**src/rtl/pipe_dec_exe_cond_pkg.sv**
```systemverilog
// Shared ARM pipeline types: condition codes, NZCV flag positions and the Execute control bundle.
// Imported by the Decode->Execute register and the reusable condition checker.
package arm_pipe_pkg;

  typedef enum logic [3:0] {
    EQ = 4'h0, NE = 4'h1, CS = 4'h2, CC = 4'h3,
    MI = 4'h4, PL = 4'h5, VS = 4'h6, VC = 4'h7,
    HI = 4'h8, LS = 4'h9, GE = 4'hA, LT = 4'hB,
    GT = 4'hC, LE = 4'hD, AL = 4'hE, NV = 4'hF
  } cond_e;

  localparam int N_IDX  = 3;
  localparam int Z_IDX  = 2;
  localparam int C_IDX  = 1;
  localparam int V_IDX  = 0;
  localparam int FLAG_W = 4;

  // A flushed slot must never be squashed by a stale condition, so bubbles carry AL.
  localparam cond_e COND_AL = AL;

  typedef struct packed {
    logic       pcsrc;
    logic       reg_write;
    logic       mem_to_reg;
    logic       mem_write;
    logic       branch;
    logic       alu_src;
    logic [1:0] alu_control;
    logic [1:0] flag_write;
  } exe_ctrl_t;

endpackage

```
**src/rtl/pipe_dec_exe_cond_cond_check.sv**
```systemverilog
// Pure combinational ARM condition evaluation: condition field + NZCV -> pass.
// Shared by Execute and any later stage that needs to re-check a condition.
module cond_check
  import arm_pipe_pkg::*;
(
  input  logic [3:0]        cond_i,
  input  logic [FLAG_W-1:0] flags_i,
  output logic              pass_o
);

  logic n, z, c, v;

  assign n = flags_i[N_IDX];
  assign z = flags_i[Z_IDX];
  assign c = flags_i[C_IDX];
  assign v = flags_i[V_IDX];

  always_comb begin
    pass_o = 1'b0;
    case (cond_e'(cond_i))
      EQ: pass_o = z;
      NE: pass_o = !z;
      CS: pass_o = c;
      CC: pass_o = !c;
      MI: pass_o = n;
      PL: pass_o = !n;
      VS: pass_o = v;
      VC: pass_o = !v;
      HI: pass_o = c & !z;
      LS: pass_o = !c | z;
      GE: pass_o = (n == v);
      LT: pass_o = (n != v);
      GT: pass_o = !z & (n == v);
      LE: pass_o = z | (n != v);
      AL: pass_o = 1'b1;
      NV: pass_o = 1'b0;
      default: pass_o = 1'b0;
    endcase
  end

endmodule

```
**src/rtl/pipe_dec_exe_cond.sv**
```systemverilog
// Decode->Execute pipeline register with the architectural NZCV register and condition gating.
// One-cycle latency; stall holds everything, flush loads an AL bubble (flush beats stall).
module pipe_dec_exe_cond
  import arm_pipe_pkg::*;
#(
  parameter int DATA_W = 32,
  parameter int RA_W   = 4
) (
  input  logic              clk,
  input  logic              rst_n,
  input  logic              stall_e,
  input  logic              flush_e,
  input  logic              PCSrcD,
  input  logic              RegWriteD,
  input  logic              MemToRegD,
  input  logic              MemWriteD,
  input  logic              BranchD,
  input  logic              ALUSrcD,
  input  logic [1:0]        ALUControlD,
  input  logic [1:0]        FlagWriteD,
  input  logic [3:0]        CondD,
  input  logic [DATA_W-1:0] RD1D,
  input  logic [DATA_W-1:0] RD2D,
  input  logic [DATA_W-1:0] ExtImmD,
  input  logic [RA_W-1:0]   WA3D,
  input  logic [RA_W-1:0]   RA1D,
  input  logic [RA_W-1:0]   RA2D,
  input  logic [3:0]        ALUFlagsE,
  output logic [DATA_W-1:0] RD1E,
  output logic [DATA_W-1:0] RD2E,
  output logic [DATA_W-1:0] ExtImmE,
  output logic [RA_W-1:0]   WA3E,
  output logic [RA_W-1:0]   RA1E,
  output logic [RA_W-1:0]   RA2E,
  output logic [1:0]        ALUControlE,
  output logic              ALUSrcE,
  output logic              MemToRegE,
  output logic [3:0]        CondE,
  output logic              CondExE,
  output logic              PCSrcE,
  output logic              RegWriteE,
  output logic              MemWriteE,
  output logic              BranchTakenE,
  output logic [3:0]        FlagsQ
);

  exe_ctrl_t         ctrl_q, ctrl_d, ctrl_in;
  logic [3:0]        cond_q, cond_d;
  logic [DATA_W-1:0] rd1_q, rd1_d, rd2_q, rd2_d, imm_q, imm_d;
  logic [RA_W-1:0]   wa3_q, wa3_d, ra1_q, ra1_d, ra2_q, ra2_d;
  logic [3:0]        flags_q, flags_d;
  logic              cond_pass;

  assign ctrl_in = '{pcsrc: PCSrcD, reg_write: RegWriteD, mem_to_reg: MemToRegD,
                     mem_write: MemWriteD, branch: BranchD, alu_src: ALUSrcD,
                     alu_control: ALUControlD, flag_write: FlagWriteD};

  cond_check u_cond_check (
    .cond_i  (cond_q),
    .flags_i (flags_q),
    .pass_o  (cond_pass)
  );

  always_comb begin
    ctrl_d = ctrl_q;
    cond_d = cond_q;
    rd1_d  = rd1_q;
    rd2_d  = rd2_q;
    imm_d  = imm_q;
    wa3_d  = wa3_q;
    ra1_d  = ra1_q;
    ra2_d  = ra2_q;
    if (flush_e) begin
      ctrl_d = '0;
      cond_d = COND_AL;
      rd1_d  = '0;
      rd2_d  = '0;
      imm_d  = '0;
      wa3_d  = '0;
      ra1_d  = '0;
      ra2_d  = '0;
    end else if (!stall_e) begin
      ctrl_d = ctrl_in;
      cond_d = CondD;
      rd1_d  = RD1D;
      rd2_d  = RD2D;
      imm_d  = ExtImmD;
      wa3_d  = WA3D;
      ra1_d  = RA1D;
      ra2_d  = RA2D;
    end
  end

  // The instruction already in E still retires its flag write when the incoming slot is flushed.
  always_comb begin
    flags_d = flags_q;
    if (!stall_e && cond_pass) begin
      if (ctrl_q.flag_write[1]) begin
        flags_d[N_IDX] = ALUFlagsE[N_IDX];
        flags_d[Z_IDX] = ALUFlagsE[Z_IDX];
      end
      if (ctrl_q.flag_write[0]) begin
        flags_d[C_IDX] = ALUFlagsE[C_IDX];
        flags_d[V_IDX] = ALUFlagsE[V_IDX];
      end
    end
  end

  always_ff @(posedge clk) begin
    if (!rst_n) begin
      ctrl_q  <= '0;
      cond_q  <= '0;
      rd1_q   <= '0;
      rd2_q   <= '0;
      imm_q   <= '0;
      wa3_q   <= '0;
      ra1_q   <= '0;
      ra2_q   <= '0;
      flags_q <= '0;
    end else begin
      ctrl_q  <= ctrl_d;
      cond_q  <= cond_d;
      rd1_q   <= rd1_d;
      rd2_q   <= rd2_d;
      imm_q   <= imm_d;
      wa3_q   <= wa3_d;
      ra1_q   <= ra1_d;
      ra2_q   <= ra2_d;
      flags_q <= flags_d;
    end
  end

  assign RD1E         = rd1_q;
  assign RD2E         = rd2_q;
  assign ExtImmE      = imm_q;
  assign WA3E         = wa3_q;
  assign RA1E         = ra1_q;
  assign RA2E         = ra2_q;
  assign ALUControlE  = ctrl_q.alu_control;
  assign ALUSrcE      = ctrl_q.alu_src;
  assign MemToRegE    = ctrl_q.mem_to_reg;
  assign CondE        = cond_q;
  assign CondExE      = cond_pass;
  assign PCSrcE       = ctrl_q.pcsrc & cond_pass;
  assign RegWriteE    = ctrl_q.reg_write & cond_pass;
  assign MemWriteE    = ctrl_q.mem_write & cond_pass;
  assign BranchTakenE = ctrl_q.branch & cond_pass;
  assign FlagsQ       = flags_q;

endmodule

```
**config.mk**
```make
export PLATFORM = sky130hd
export DESIGN_NAME = pipe_dec_exe_cond
export DESIGN_NICKNAME = d
export VERILOG_FILES = /design/src/rtl/pipe_dec_exe_cond_pkg.sv /design/src/rtl/pipe_dec_exe_cond_cond_check.sv /design/src/rtl/pipe_dec_exe_cond.sv
export SDC_FILE = /design/constraint.sdc
export NUM_CORES = 1
export LEC_CHECK = 0
export ABC_AREA = 1
export CORE_AREA = 2 2 112 114
export DETAILED_ROUTE_END_ITERATION = 6
export DIE_AREA = 0 0 114 116
export GPL_ROUTABILITY_DRIVEN = 0
export PLACE_DENSITY = 0.81
export SLEW_MARGIN = 20
export SYNTH_ARGS = -nofsm -noshare
export SYNTH_HDL_FRONTEND = slang
export SYNTH_SLANG_ARGS = --single-unit
```
**constraint.sdc**
```tcl
create_clock -name clk -period 1.95 [get_ports clk]
set_input_delay 0.39 -clock clk [delete_from_list [all_inputs] [get_ports clk]]
set_output_delay 0.39 -clock clk [all_outputs]
set_load 0.05 [all_outputs]
```
==> impl_metrics.toml <==
[timing]
slew_violations = 0
holdWs_ns = 0.455
hold_viol = 0
rsz0062_at_grt = "true"
setup_slack_ns = -0.224
worstMarginPinSlew_ns = 0.543
fin_worst_skew_ns = 0.00652
relSlewSlack_pct = 63.9
tns_ns = -1.04
finalSetupViolCount = 5
max_freq_mhz = 460
layout_min_cycle_time_ns = 2.17
finalCritPeriodShare_pct = 111

[min_path]
hold_class = "reg -> reg"

[status]
violations = "setup timing"
outcome = "finished, violations left"

[final_layout]
drive_gt1_share_pct = 12.0
postLayoutCoreUtil_pct = 67.8
final_nets = 983
final_common_cell = "nand2_1"
syn_to_final_growth_pct = 75.0
final_cell_mix = "nand2_1, clkdlybuf4s50_1, dfxtp_1"
final_area_um2 = 8070
antenna_cells = 0

[routing]
ant_nets = 0
drt_iter0_drc = 265
drt_first_pass_iters = 7
drt-total-wl_um = 14100
vias = 4760
wire_per_inst_um = 14.0
viasPerCell = 4.70
drc = 0

[placed_design]
place_hpwl_um = 9400
portBuffers = 254
placed_area_um2 = 7350

[setup_path]
reg2reg_setup_slack_ns = 0.29
path_class = "reg -> out"
critPathCaptureType = "output port"
worstPathRequired_ns = 1.56
arrival_ns = 1.78
startpoint_type = "flop"
path_max_fanout = 7

[floorplanning]
fp-row-count = 40
die_w_um = 114
core-area_um2 = 11900
die_area_um2 = 13200
die_h_um = 116
initial_utilization_pct = 38.7
io_pins = 255

[clock_network]
cts.sinks = 126
cts_buffers = 17
clock_path_buffers = 2
h-tree-depth = 4
clk_pin_slew_ns = 0.06
cts_tree = "built"
cts_root_buf = "clkbuf_16"
ctsHoldBuffers = 0
insertion_delay_ns = 0.41

[synthesis]
synth_warnings = 0
synth.distinct_cells = 20
ys_ff_latch = 126
ys_seq_area_share_pct = 54.7
syn_nets = 739
synth_area_um2 = 4610
avgSynthCellArea_um2 = 7.57
syn_inst = 609

[power_and_ir_drop]
ir_drop_uv = 756
power_density_nw_per_um2 = 893
p_leak_nw = 4.02
power_mw = 7.21

[grt]
grt_pass1_wl_um = 21200
antenna_found_initial = 0
gr-usage-met3_pct = 9.00
grt_use_met1_pct = 22.3
grt_max_degree = 127
gr-total-overflow = 0
grt_pass1_vias = 4357
top_usage_layer = "met2"
grt_usage_pct = 20.4
use_met2_pct = 34.5

[run]
max_cap_violations = 0
[Yosys cell counts, drive strengths merged]
| master | count | area share [%] |
|---|---|---|
| a211oi | 7 | 1.1 |
| a21oi | 118 | 13 |
| buf | 22 | 2.5 |
| clkbuf | 19 | 1.5 |
| dfxtp | 126 | 55 |
| inv | 18 | 1.5 |
| nand2 | 265 | 22 |
| nand3 | 3 | 0.33 |
| nand4 | 2 | 0.92 |
| nor2 | 23 | 2.1 |
| nor3 | 2 | 0.22 |
| o21ai | 3 | 0.41 |
| or2 | 1 | 0.14 |
[layer usage]
metal / wire length, um / share of wire, % / up-vias
met2: 6950 / 49 / 192
met4: 297 / 2.1 / 0
li1: - / - / 2427
met3: 1360 / 9.6 / 27
met1: 5530 / 39 / 2114
met5: 0 / 0 / -
[where the power goes]
group	switching, mW	leakage, nW	internal (mW)	total (mW)
clock	1.12	0.316	2.28	3.39
combinational	0.640	2.68	0.469	1.11
sequential	0.0483	1.03	2.66	2.71
[what timing repair did]
item                                    4_1_cts  5_1_grt
endpoints found under the setup margin       74       40
gates cloned                                  0        0
resized for setup                            72       49
pin swaps                                     3        6
setup buffers                                 2        3
[metrics by stage]
step,worst slack [ns],cells
after floorplan,0.0861,609
after global placement,0.130,976
after detailed placement,0.111,976
after CTS,-0.275,1010
after global routing,-0.356,1013
final,-0.224,1013
[kinds of logic after synthesis]
| logic type | synth area share, % |
|---|---|
| buffers and inverters | 5.48 |
| DFF | 54.7 |
| AOI/OAI and AO/OA | 14.4 |
| and+or+nand+nor | 25.5 |
[area by class of cell]
type	count	area [um2]
fillers	990	3840
repair buffers	266	2710
flip-flops and latches	126	2540
multi-input cells	424	1920
clock buffers	22	485
well taps	147	184
clock inverters	10	155
inverters	18	75.1
[flip-flops by register name, summed over array words and instances, names as in the netlist]
register	cells
RA2E	4
CondE	4
FlagsQ	4
MemToRegE	1
ALUSrcE	1
RD1E	32
ctrl_q	6
WA3E	4
ExtImmE	32
RA1E	4
RD2E	32
ALUControlE	2
[final timing paths]
| path | start | cells after the start | to |
|---|---|---|---|
| worst max-delay path | CondE[0]$_SDFFE_PP0N_ | 12 | CondExE |
| worst min-delay path | RD2E[25]$_SDFFE_PP0N_ | 2 | RD2E[25]$_SDFFE_PP0N_ |
| worst max register to register | CondE[0]$_SDFFE_PP0N_ | 11 | FlagsQ[2]$_SDFFE_PN0P_ |
| worst min register to register | RD2E[25]$_SDFFE_PP0N_ | 2 | RD2E[25]$_SDFFE_PP0N_ |
[critical path: stages, from the launching register on]
cell,delay [ns]
dfxtp_4,0.40
inv_2,0.05
nand2_2,0.07
nand2_1,0.05
nand2_1,0.05
inv_1,0.05
o21ai_2,0.10
o21ai_1,0.07
inv_1,0.09
nand2_4,0.08
nand2_8,0.11
clkinvlp_4,0.11
buf_12,0.15
Power figures use the tool's default switching activity.
